File: src/rtl/enet_pkg.sv
// Shared constants for the Ethernet Wishbone port: FSM encodings, header size
// and default buffer geometry.
package enet_pkg;

    localparam int ETH_HDR_BYTES = 14;

    localparam int DEF_TX_WORDS  = 32;
    localparam int DEF_RX_WORDS  = 32;
    localparam int DEF_MIN_WORDS = 30;

    localparam logic [1:0] T_IDLE  = 2'd0;
    localparam logic [1:0] T_FILL  = 2'd1;
    localparam logic [1:0] T_SEND  = 2'd2;

    localparam logic [1:0] R_RECV  = 2'd0;
    localparam logic [1:0] R_FULL  = 2'd1;
    localparam logic [1:0] R_DRAIN = 2'd2;

    function automatic logic [7:0] sat_inc8(input logic [7:0] v);
        return (v == 8'hFF) ? v : v + 8'd1;
    endfunction

endpackage

File: src/rtl/enet_word_ram.sv
// 16-bit word buffer: one synchronous write port, one asynchronous read port.
// Contents are deliberately left unreset.
module enet_word_ram #(
    parameter int DEPTH = 32,
    parameter int AW    = (DEPTH > 1) ? $clog2(DEPTH) : 1
) (
    input  logic          clk,
    input  logic          we,
    input  logic [AW-1:0] waddr,
    input  logic [15:0]   wdata,
    input  logic [AW-1:0] raddr,
    output logic [15:0]   rdata
);

    logic [15:0] mem_q [DEPTH];

    always_ff @(posedge clk) begin
        if (we) begin
            mem_q[waddr] <= wdata;
        end
    end

    assign rdata = mem_q[raddr];

endmodule

File: src/rtl/enet_wb_port.sv
// Wishbone word port between a CPU and a byte-wide MAC: a TX frame buffer that
// pads and serialises frames, and an RX buffer that strips the header and packs bytes.
module enet_wb_port
    import enet_pkg::*;
#(
    parameter int TX_WORDS  = DEF_TX_WORDS,
    parameter int RX_WORDS  = DEF_RX_WORDS,
    parameter int MIN_WORDS = DEF_MIN_WORDS
) (
    input  logic        wb_clk_i,
    input  logic        wb_rst_n_i,
    input  logic        wb_cyc_i,
    input  logic        wb_stb_i,
    input  logic        wb_we_i,
    input  logic [15:0] wb_dat_i,
    output logic [15:0] wb_dat_o,
    output logic        wb_ack_o,
    output logic        wb_err_o,
    output logic        wb_irq_o,
    output logic [7:0]  tx_data_o,
    output logic        tx_valid_o,
    output logic        tx_last_o,
    input  logic        tx_ready_i,
    input  logic [7:0]  rx_data_i,
    input  logic        rx_valid_i,
    input  logic        rx_last_i,
    input  logic        rx_err_i,
    output logic [7:0]  rx_drop_cnt_o
);

    localparam int TX_PW = $clog2(TX_WORDS + 1);
    localparam int TX_AW = $clog2(TX_WORDS);
    localparam int TX_BW = TX_PW + 1;
    localparam int RX_PW = $clog2(RX_WORDS + 1);
    localparam int RX_AW = $clog2(RX_WORDS);
    localparam int RX_CW = RX_PW + 1;

    // Byte streams: a byte moves on a rising edge where valid & ready are both
    // high; valid, data and last stay stable until that edge. The RX side has no
    // backpressure, so every rx_valid_i cycle is a transfer.
    logic wb_req, wr_req, rd_req;

    assign wb_req = wb_cyc_i & wb_stb_i;
    assign wr_req = wb_req & wb_we_i;
    assign rd_req = wb_req & ~wb_we_i;

    // ---------------- TX path ----------------
    logic [1:0]       tx_state_q, tx_state_d;
    logic [TX_PW-1:0] tx_wptr_q, tx_wptr_d;
    logic [TX_PW-1:0] tx_len_q, tx_len_d;
    logic [TX_BW-1:0] tx_bptr_q, tx_bptr_d;
    logic [TX_BW-1:0] tx_last_idx;
    logic [TX_PW-1:0] tx_word_idx;
    logic [15:0]      tx_ram_rdata, tx_word;
    logic             tx_ram_we, tx_wr_ack, tx_wr_err;
    logic             tx_sending, tx_is_last;

    assign tx_sending  = (tx_state_q == T_SEND);
    assign tx_last_idx = {tx_len_q, 1'b0} - TX_BW'(1);
    assign tx_is_last  = tx_sending && (tx_bptr_q == tx_last_idx);
    assign tx_word_idx = tx_bptr_q[TX_BW-1:1];
    // Words beyond those written are the zero padding up to MIN_WORDS.
    assign tx_word     = (tx_word_idx < tx_wptr_q) ? tx_ram_rdata : 16'h0000;

    enet_word_ram #(
        .DEPTH (TX_WORDS),
        .AW    (TX_AW)
    ) u_tx_ram (
        .clk   (wb_clk_i),
        .we    (tx_ram_we),
        .waddr (tx_wptr_q[TX_AW-1:0]),
        .wdata (wb_dat_i),
        .raddr (tx_word_idx[TX_AW-1:0]),
        .rdata (tx_ram_rdata)
    );

    always_comb begin
        tx_state_d = tx_state_q;
        tx_wptr_d  = tx_wptr_q;
        tx_len_d   = tx_len_q;
        tx_bptr_d  = tx_bptr_q;
        tx_ram_we  = 1'b0;
        tx_wr_ack  = 1'b0;
        tx_wr_err  = 1'b0;
        case (tx_state_q)
            T_IDLE, T_FILL: begin
                if (wr_req) begin
                    if (tx_wptr_q == TX_PW'(TX_WORDS)) begin
                        tx_wr_err  = 1'b1;
                        tx_wptr_d  = '0;
                        tx_state_d = T_IDLE;
                    end else begin
                        tx_ram_we  = 1'b1;
                        tx_wr_ack  = 1'b1;
                        tx_wptr_d  = tx_wptr_q + TX_PW'(1);
                        tx_state_d = T_FILL;
                    end
                end else if ((tx_state_q == T_FILL) && !wb_cyc_i) begin
                    tx_len_d   = (tx_wptr_q < TX_PW'(MIN_WORDS)) ? TX_PW'(MIN_WORDS) : tx_wptr_q;
                    tx_bptr_d  = '0;
                    tx_state_d = T_SEND;
                end
            end
            T_SEND: begin
                tx_wr_err = wr_req;
                if (tx_ready_i) begin
                    if (tx_is_last) begin
                        tx_wptr_d  = '0;
                        tx_bptr_d  = '0;
                        tx_state_d = T_IDLE;
                    end else begin
                        tx_bptr_d = tx_bptr_q + TX_BW'(1);
                    end
                end
            end
            default: tx_state_d = T_IDLE;
        endcase
    end

    always_ff @(posedge wb_clk_i or negedge wb_rst_n_i) begin
        if (!wb_rst_n_i) begin
            tx_state_q <= T_IDLE;
            tx_wptr_q  <= '0;
            tx_len_q   <= '0;
            tx_bptr_q  <= '0;
        end else begin
            tx_state_q <= tx_state_d;
            tx_wptr_q  <= tx_wptr_d;
            tx_len_q   <= tx_len_d;
            tx_bptr_q  <= tx_bptr_d;
        end
    end

    // ---------------- RX path ----------------
    logic [1:0]       rx_state_q, rx_state_d;
    logic [3:0]       rx_hdr_q, rx_hdr_d;
    logic [RX_CW-1:0] rx_pcnt_q, rx_pcnt_d, rx_pcnt_inc;
    logic             rx_ovf_q, rx_ovf_d;
    logic             rx_skip_q, rx_skip_d;
    logic [RX_PW-1:0] rx_len_q, rx_len_d;
    logic [RX_PW-1:0] rx_rptr_q, rx_rptr_d;
    logic [7:0]       rx_lo_q, rx_lo_d;
    logic [7:0]       rx_drop_q, rx_drop_d;
    logic [RX_PW-1:0] rx_widx, rx_len_new;
    logic [15:0]      rx_ram_wdata, rx_ram_rdata;
    logic             rx_ram_we, rx_rd_ack, rx_rd_err, rx_drop_evt;
    logic             rx_in_hdr, rx_fits, rx_byte_ovf;

    assign rx_widx     = rx_pcnt_q[RX_CW-1:1];
    assign rx_fits     = (rx_widx < RX_PW'(RX_WORDS));
    assign rx_in_hdr   = (rx_hdr_q != 4'(ETH_HDR_BYTES));
    assign rx_pcnt_inc = rx_pcnt_q + RX_CW'(1);
    assign rx_len_new  = rx_in_hdr ? '0 : rx_pcnt_inc[RX_CW-1:1] + RX_PW'(rx_pcnt_inc[0]);
    assign rx_byte_ovf = !rx_in_hdr && !rx_fits;

    enet_word_ram #(
        .DEPTH (RX_WORDS),
        .AW    (RX_AW)
    ) u_rx_ram (
        .clk   (wb_clk_i),
        .we    (rx_ram_we),
        .waddr (rx_widx[RX_AW-1:0]),
        .wdata (rx_ram_wdata),
        .raddr (rx_rptr_q[RX_AW-1:0]),
        .rdata (rx_ram_rdata)
    );

    always_comb begin
        rx_state_d   = rx_state_q;
        rx_hdr_d     = rx_hdr_q;
        rx_pcnt_d    = rx_pcnt_q;
        rx_ovf_d     = rx_ovf_q;
        rx_skip_d    = rx_skip_q;
        rx_len_d     = rx_len_q;
        rx_rptr_d    = rx_rptr_q;
        rx_lo_d      = rx_lo_q;
        rx_ram_we    = 1'b0;
        rx_ram_wdata = 16'h0000;
        rx_rd_ack    = 1'b0;
        rx_rd_err    = 1'b0;
        rx_drop_evt  = 1'b0;
        case (rx_state_q)
            R_RECV: begin
                rx_rd_err = rd_req;
                if (rx_valid_i && rx_skip_q) begin
                    // Tail of a frame that began while the buffer was still held.
                    if (rx_last_i) begin
                        rx_drop_evt = 1'b1;
                        rx_skip_d   = 1'b0;
                    end
                end else if (rx_valid_i) begin
                    if (rx_in_hdr) begin
                        rx_hdr_d = rx_hdr_q + 4'd1;
                    end else if (rx_fits) begin
                        // Even payload byte writes {00,b}; the odd one overwrites the high half.
                        rx_ram_we    = 1'b1;
                        rx_ram_wdata = rx_pcnt_q[0] ? {rx_data_i, rx_lo_q} : {8'h00, rx_data_i};
                        rx_lo_d      = rx_data_i;
                        rx_pcnt_d    = rx_pcnt_inc;
                    end else begin
                        rx_ovf_d = 1'b1;
                    end
                    if (rx_last_i) begin
                        if (rx_err_i || rx_ovf_q || rx_byte_ovf) begin
                            rx_drop_evt = 1'b1;
                        end else begin
                            rx_len_d   = rx_len_new;
                            rx_rptr_d  = '0;
                            rx_state_d = R_FULL;
                        end
                        rx_hdr_d  = '0;
                        rx_pcnt_d = '0;
                        rx_ovf_d  = 1'b0;
                    end
                end
            end
            R_FULL, R_DRAIN: begin
                if (rx_valid_i) begin
                    rx_drop_evt = rx_last_i;
                    rx_skip_d   = ~rx_last_i;
                end
                if (rd_req) begin
                    if (rx_rptr_q == rx_len_q) begin
                        rx_rd_err  = 1'b1;
                        rx_rptr_d  = '0;
                        rx_len_d   = '0;
                        rx_state_d = R_RECV;
                    end else begin
                        rx_rd_ack  = 1'b1;
                        rx_rptr_d  = rx_rptr_q + RX_PW'(1);
                        rx_state_d = R_DRAIN;
                    end
                end
            end
            default: rx_state_d = R_RECV;
        endcase
        rx_drop_d = rx_drop_evt ? sat_inc8(rx_drop_q) : rx_drop_q;
    end

    always_ff @(posedge wb_clk_i or negedge wb_rst_n_i) begin
        if (!wb_rst_n_i) begin
            rx_state_q <= R_RECV;
            rx_hdr_q   <= '0;
            rx_pcnt_q  <= '0;
            rx_ovf_q   <= 1'b0;
            rx_skip_q  <= 1'b0;
            rx_len_q   <= '0;
            rx_rptr_q  <= '0;
            rx_lo_q    <= '0;
            rx_drop_q  <= '0;
        end else begin
            rx_state_q <= rx_state_d;
            rx_hdr_q   <= rx_hdr_d;
            rx_pcnt_q  <= rx_pcnt_d;
            rx_ovf_q   <= rx_ovf_d;
            rx_skip_q  <= rx_skip_d;
            rx_len_q   <= rx_len_d;
            rx_rptr_q  <= rx_rptr_d;
            rx_lo_q    <= rx_lo_d;
            rx_drop_q  <= rx_drop_d;
        end
    end

    // ---------------- Outputs ----------------
    // Bus responses are held low while reset is asserted, even with a live strobe.
    assign wb_ack_o      = wb_rst_n_i & (tx_wr_ack | rx_rd_ack);
    assign wb_err_o      = wb_rst_n_i & (tx_wr_err | rx_rd_err);
    assign wb_dat_o      = rx_rd_ack ? rx_ram_rdata : 16'h0000;
    assign wb_irq_o      = (rx_state_q == R_FULL) || (rx_state_q == R_DRAIN);
    assign tx_valid_o    = tx_sending;
    assign tx_last_o     = tx_is_last;
    assign tx_data_o     = tx_sending ? (tx_bptr_q[0] ? tx_word[7:0] : tx_word[15:8]) : 8'h00;
    assign rx_drop_cnt_o = rx_drop_q;

endmodule

File: config.mk
export PLATFORM = sky130hd
export DESIGN_NAME = enet_wb_port
export DESIGN_NICKNAME = d
export VERILOG_FILES = /design/src/rtl/enet_pkg.sv /design/src/rtl/enet_word_ram.sv /design/src/rtl/enet_wb_port.sv
export SDC_FILE = /design/constraint.sdc
export NUM_CORES = 1
export LEC_CHECK = 0
export ABC_AREA = 1
export CAP_MARGIN = 25
export CORE_ASPECT_RATIO = 1.75
export CORE_MARGIN = 4
export CORE_UTILIZATION = 60
export DETAILED_ROUTE_END_ITERATION = 7
export PLACE_DENSITY = 0.77
export SETUP_SLACK_MARGIN = 0.15
export SLEW_MARGIN = 20
export SYNTH_ARGS = -nofsm -noshare
export SYNTH_HDL_FRONTEND = slang
export SYNTH_HIERARCHICAL = 1
export SYNTH_SLANG_ARGS = --single-unit
File: constraint.sdc
create_clock -name wb_clk_i -period 5 [get_ports wb_clk_i]
set_input_delay 0.5 -clock wb_clk_i [delete_from_list [all_inputs] [get_ports wb_clk_i]]
set_output_delay 0.5 -clock wb_clk_i [all_outputs]
set_load 0.03 [all_outputs]
Word level (Yosys, flattened, before mapping)
Memories as Yosys holds them, arrays and structs flattened.
Index checks and enable logic that the tools add are counted.
W data, S select, Z words.
{"block": "op_classes", "addsub": 8, "magnitude_cmp": 3, "n_eq_ne": 25, "n_mux": 89, "bitwise": 13, "n_reduce_logical": 31}
{"cell": "$mux W16", "n": 8}
{"cell": "$mux W6", "n": 18}
{"cell": "$mux W7", "n": 7}
{"cell": "$pmux W6 S2", "n": 3}
{"cell": "$mux W1", "n": 32}
{"cell": "$ne A2 B2 Y1 const B", "n": 15}
{"cell": "$mux W2", "n": 10}
{"cell": "$reduce_and A5 Y1", "n": 4}
{"cell": "$mux W8", "n": 2}
{"cell": "$reduce_and A4 Y1", "n": 4}
{"cell": "$add A7 B1 Y7 const B", "n": 2}
{"cell": "$pmux W7 S2", "n": 1}
{"cell": "$add A6 B1 Y6 const B", "n": 2}
{"cell": "$add A8 B1 Y8 const B", "n": 1}
{"cell": "$eq A8 B8 Y1 const B", "n": 1}
{"cell": "$mux W4", "n": 2}
{"cell": "$pmux W1 S2", "n": 4}
{"cell": "$pmux W2 S2", "n": 2}
{"cell": "$reduce_bool A2 Y1", "n": 4}
{"cell": "$eq A7 B7 Y1", "n": 1}
{"cell": "$reduce_and A7 Y1", "n": 1}
{"cell": "$sub A7 B1 Y7 const B", "n": 1}
{"cell": "$add A6 B1 Y6", "n": 1}
{"cell": "$eq A6 B6 Y1", "n": 1}
{"cell": "other kinds (20)", "n": 42}
{"block": "word_totals", "reg_bits": 64, "ram_bits": 1024, "inputBits": 33, "elab_cells": 184, "mem_count": 2}
{"memory": "u_rx_ram.mem_q", "words": 32, "width": 16, "rd": 1, "rd_ports_with_merged_regs": 0, "wr": 1, "line_no": "enet_word_ram.sv:15", "source": "logic [15:0] mem_q [DEPTH];"}
{"memory": "u_tx_ram.mem_q", "words": 32, "width": 16, "rd": 1, "rd_ports_with_merged_regs": 0, "wr": 1, "line_no": "enet_word_ram.sv:15"}

Longest topological paths before layout
{"block": "depth", "word_depth": 10, "ltp_mapped": 14, "depth_no_buf": 13}

By module
Netlist, hierarchy kept.
{"module": "enet_word_ram", "instances": 2, "cells_each": 1778, "area_per_inst_um2": 20981.4, "seq_area_each_um2": 15374.7}
{"module": "enet_wb_port", "instances": 1, "cells_each": 580, "area_per_inst_um2": 4239.1, "seq_area_each_um2": 1601.5}

Least setup slack after synthesis
No wires, ideal clock.
{"block": "synth_timing", "path_type": "register to register", "start": "reg rx_state_q[0]", "end": "mem u_rx_ram.mem_q[31][0] (enable)", "setup_ns": 0.388, "t_arrival_ns": 2.318, "required_time_ns": 4.612, "slack_ns": 2.294, "stages_incl_launch_ff": 10, "path_buffers": 1, "path_cell_list": "dfrtp_1 -> inv_1 -> ha_1 -> inv_1 -> nor2_1 -> inv_1 -> nor3_2 -> buf_2 -> nand3_1 -> nor2_1"}
{"block": "synth_between", "elab_chain_cells": 4}
{"item": "start, declared", "line_no": "enet_wb_port.sv:135", "source": "logic [1:0] rx_state_q, rx_state_d;"}
{"item": "start signal, assigned", "line_no": "enet_wb_port.sv:252", "source": "rx_state_q <= rx_state_d;"}
{"item": "$logic_not A2 Y1", "line_no": "enet_wb_port.sv:182", "source": "case (rx_state_q)"}
{"item": "$mux W1", "line_no": "enet_wb_port.sv:182"}
{"item": "named net rx_ram_we", "line_no": "enet_wb_port.sv:146", "source": "logic rx_ram_we, rx_rd_ack, rx_rd_err, rx_drop_evt;"}
{"item": "$mux W1", "line_no": "enet_word_ram.sv:18", "source": "if (we) begin"}
{"item": "$mux W1 (implied by the code)", "line_no": "enet_word_ram.sv:19", "source": "mem_q[waddr] <= wdata;"}
{"item": "end, declared", "line_no": "enet_word_ram.sv:15"}
The timed path passes the listed nets, and every way through them passes these cells.

Worst setup path after layout
{"block": "layout_timing", "start": "reg tx_bptr_q[1]", "end": "out tx_data_o[4]"}
{"block": "layout_between", "elab_chain_cells": 4, "elab_cells_between_ends": 5}
{"item": "start, declared", "line_no": "enet_wb_port.sv:51", "source": "logic [TX_BW-1:0] tx_bptr_q, tx_bptr_d;"}
{"item": "start signal, assigned", "line_no": "enet_wb_port.sv:130", "source": "tx_bptr_q <= tx_bptr_d;"}
{"item": "$mem_v2 Z32 W16"}
{"item": "named net tx_ram_rdata[4]", "line_no": "enet_wb_port.sv:54", "source": "logic [15:0] tx_ram_rdata, tx_word;"}
{"item": "$mux W16", "line_no": "enet_wb_port.sv:63", "source": "assign tx_word = (tx_word_idx < tx_wptr_q) ? tx_ram_rdata : 16'h0000;"}
{"item": "$mux W8 (2 in series)", "line_no": "enet_wb_port.sv:272", "source": "assign tx_data_o = tx_sending ? (tx_bptr_q[0] ? tx_word[7:0] : tx_word[15:8]) : 8'h00;"}
{"item": "end, declared", "line_no": "enet_wb_port.sv:20", "source": "output logic [7:0] tx_data_o,"}
The timed path passes the listed nets, and every way through them passes these cells.

==> metrics.yaml <==
path_max_fanout: 52
maxUsedRoutingLayer: "met4"
clock_latency_ps: 680
globalplace.congestion: 0.948
final_layout_size_suffix_gt1_frac: 0.0777
critPathLaunchType: "flop"
overflow: 0
totalWireLength_um: 116000
synth_xor_area_frac: 0.00493
p_per_area_nw_per_um2: 462
finalHoldViolations: 0
clk_path_buf_depth: 3
synth_ff_type: "edfxtp_1"
relSlewSlack: 0.357
die_h_um: 375
synth_nets: 4187
final_antenna_net_count: 0
fmax_mhz: 215
path_class: "reg2out"
core_region_area_sq_um: 76300
avgRoutedWirePerCell_um: 21.9
cp.arrival_ps: 4140
drtIter0Drc: 3158
cts_resized: 0
tritoncts: "built"
syn_inst: 4136
numPlacedInstances: 5149
critical_path_required_ps: 4500
fillCellCount: 5435
rows: 134
ctsHoldBuffers: 0
synth_compound_area_frac: 0.00815
wl_met1_um: 38300
ys_warn_count: 6
run_status: "completed"
netlist_area_sq_um: 46200
synth_most_common_cell: "nand2_1"
ios: 70
yosys.area_share.simple: 0.237
antennaDiodeCount: 0
synthMuxAreaShare: 0.00173
cts_inserted_buffers: 91
fin_nets: 4274
end_kind: "primary output"
hold_class: "in2async"
synthTopCellsByArea: "edfxtp_1 (67%), nand2_1 (13%), nand3_1 (9.0%)"
clk_pin_slew_ps: 70
grt_max_degree: 153
max_cap_viol_count: 0
synth-seq-cells: 1088
async_reset_ff_frac: 0.0588
instances_no_fill: 5318
setup_tns_ps: 0
period_minus_slack_ps: 4640
vias: 31200
syn_to_final_growth_pct: 10.3
yosysTopAreaCell: "edfxtp_1"
synth_fa_ha_area_frac: 0.00487
die_w_um: 218
yosys.area.top_type_share: 0.666
leakage_nw: 19.4
hpwl_um: 71300
grt_usage: 0.282
initial_core_util: 0.606
antenna_found_initial: 0
grt_first_pass_wirelength_um: 175000
dr_wl_met2_um: 61000
dr.pass1.iters: 6
period_share: 0.929
io_buffer_count: 69
synth_top_family_by_area: "simple AND/OR/NAND/NOR gates"
ys_seq_area_frac: 0.700
worstMarginPinSlew_ps: 964
setup_viol: 0
cts_htree_levels: 3
cts-root-buf: "clkbuf_16"
wl_met3_um: 8030
ir_drop_v: 0.000490
dieArea_sq_um: 81700
grt_pass1_vias: 31000
holdWs_ps: 30.1
synth_edf_count: 1024
cts.sinks: 1088
ys_types: 40
syn_avg_cell_area_sq_um: 11.2
fin_worst_skew_ps: 26.9
drc_errors: 0
slew_violations: 0
rsz0062_at_grt: "no"
post_cts.repair.setup_buffers: 0
ys_top_cells_by_count: "nand2_1 (1602), edfxtp_1 (1024), nand3_1 (833)"
via_per_inst: 5.86
==> report_power, final <==
group / switching, mW / internal (mW)
combinational: 4.36 / 1.83
clock: 3.17 / 3.99
sequential: 0.210 / 9.95
total: 7.75 / 15.8
==> layout make-up <==
cell class	count	area, sq um	share of cell area
well taps	1020	1280	0.0251
repair buffers	222	2000	0.0393
clock buffers	112	2400	0.0471
multi-input cells	2715	11900	0.234
inverters	105	409	0.00803
flip-flops and latches	1088	32400	0.635
clock inverters	56	566	0.0111
==> routing by layer <==
metal,vias to the layer above,GRT usage
li1,14400,-
met1,15000,0.311
met2,1482,0.504
met3,336,0.0352
met4,0,0.190
met5,-,0
==> worst max-delay path: stages (launching register included) <==
cell and delay (ps):
dfrtp_4 620, inv_6 380, buf_12 280, buf_12 230
nand2_1 80, nand3_1 70, nand3_1 120, nand2_1 90
nand2_1 70, nand2_1 110, nand2_1 170, nand2_1 130
mux2i_1 70, nor3_1 210, buf_4 150, clkdlybuf4s50_1 670
==> cells by family after synthesis <==
group           after synthesis
buf+inv                     333
compound gates               68
fa+ha+maj                    18
mux                           8
xor+xnor                     26
flops                      1088
simple gates               2595
==> final timing paths <==
| check | start | slack, ps | depth (start not counted) | to |
|---|---|---|---|---|
| worst max-delay path | tx_bptr_q[1] | 360 | 15 | tx_data_o[4] |
| worst min-delay path | wb_rst_n_i | 30 | 2 | tx_len_q[5] |
| worst max register to register | rx_state_q[1] | 1680 | 10 | u_rx_ram/mem_q[7][1] |
| worst min register to register | rx_lo_q[3] | 480 | 2 | rx_lo_q[3] |
| max in group asynchronous | wb_rst_n_i | 4320 | 2 | rx_rptr_q[0] |
| min in group wb_clk_i | wb_dat_i[2] | 410 | 1 | u_tx_ram/mem_q[14][2] |
==> flip-flops by register name (all words and copies together) (netlist names), 2 cells and up <==
name	count
rx_len_q	6
rx_drop_cnt_o	8
tx_wptr_q	6
u_rx_ram/mem_q	512
tx_len_q	6
rx_state_q	2
rx_lo_q	8
rx_hdr_q	4
rx_rptr_q	6
tx_bptr_q	7
u_tx_ram/mem_q	512
tx_state_q	2
rx_pcnt_q	7
==> cells in the final DEF, fill, tap and decap left out, types with 5 or more instances in the layout <==
master	n
nor2_1	104
bufinv_16	11
clkinv_1	21
dfrtp_1	58
buf_12	13
nand2_2	5
a21oi_1	23
nor2_2	7
clkbuf_16	93
inv_6	5
nor3_1	18
nor2_4	13
nand2_1	1602
clkdlybuf4s50_1	66
inv_1	95
ha_1	18
clkinvlp_4	6
xor2_1	23
a21oi_2	6
clkinv_2	15
nand4_1	7
o21ai_0	19
o22ai_1	5
nand3_1	833
mux2i_1	8
buf_4	138
edfxtp_1	1024
clkbuf_1	19
==> per-stage QoR <==
step / setup slack, ps / power [mW] / cell area, sq um / utilization
floorplan: 2290 / 14.8 / 46200 / -
global placement: 1120 / 16.3 / 47900 / 0.629
detailed placement: 1080 / 16.4 / 48000 / 0.629
CTS: 351 / 23.5 / 50900 / 0.668
global route: 174 / 24.5 / 50900 / 0.668
finish: 356 / 23.5 / 50900 / 0.668
No activity file was read; power rests on OpenSTA's default activity.
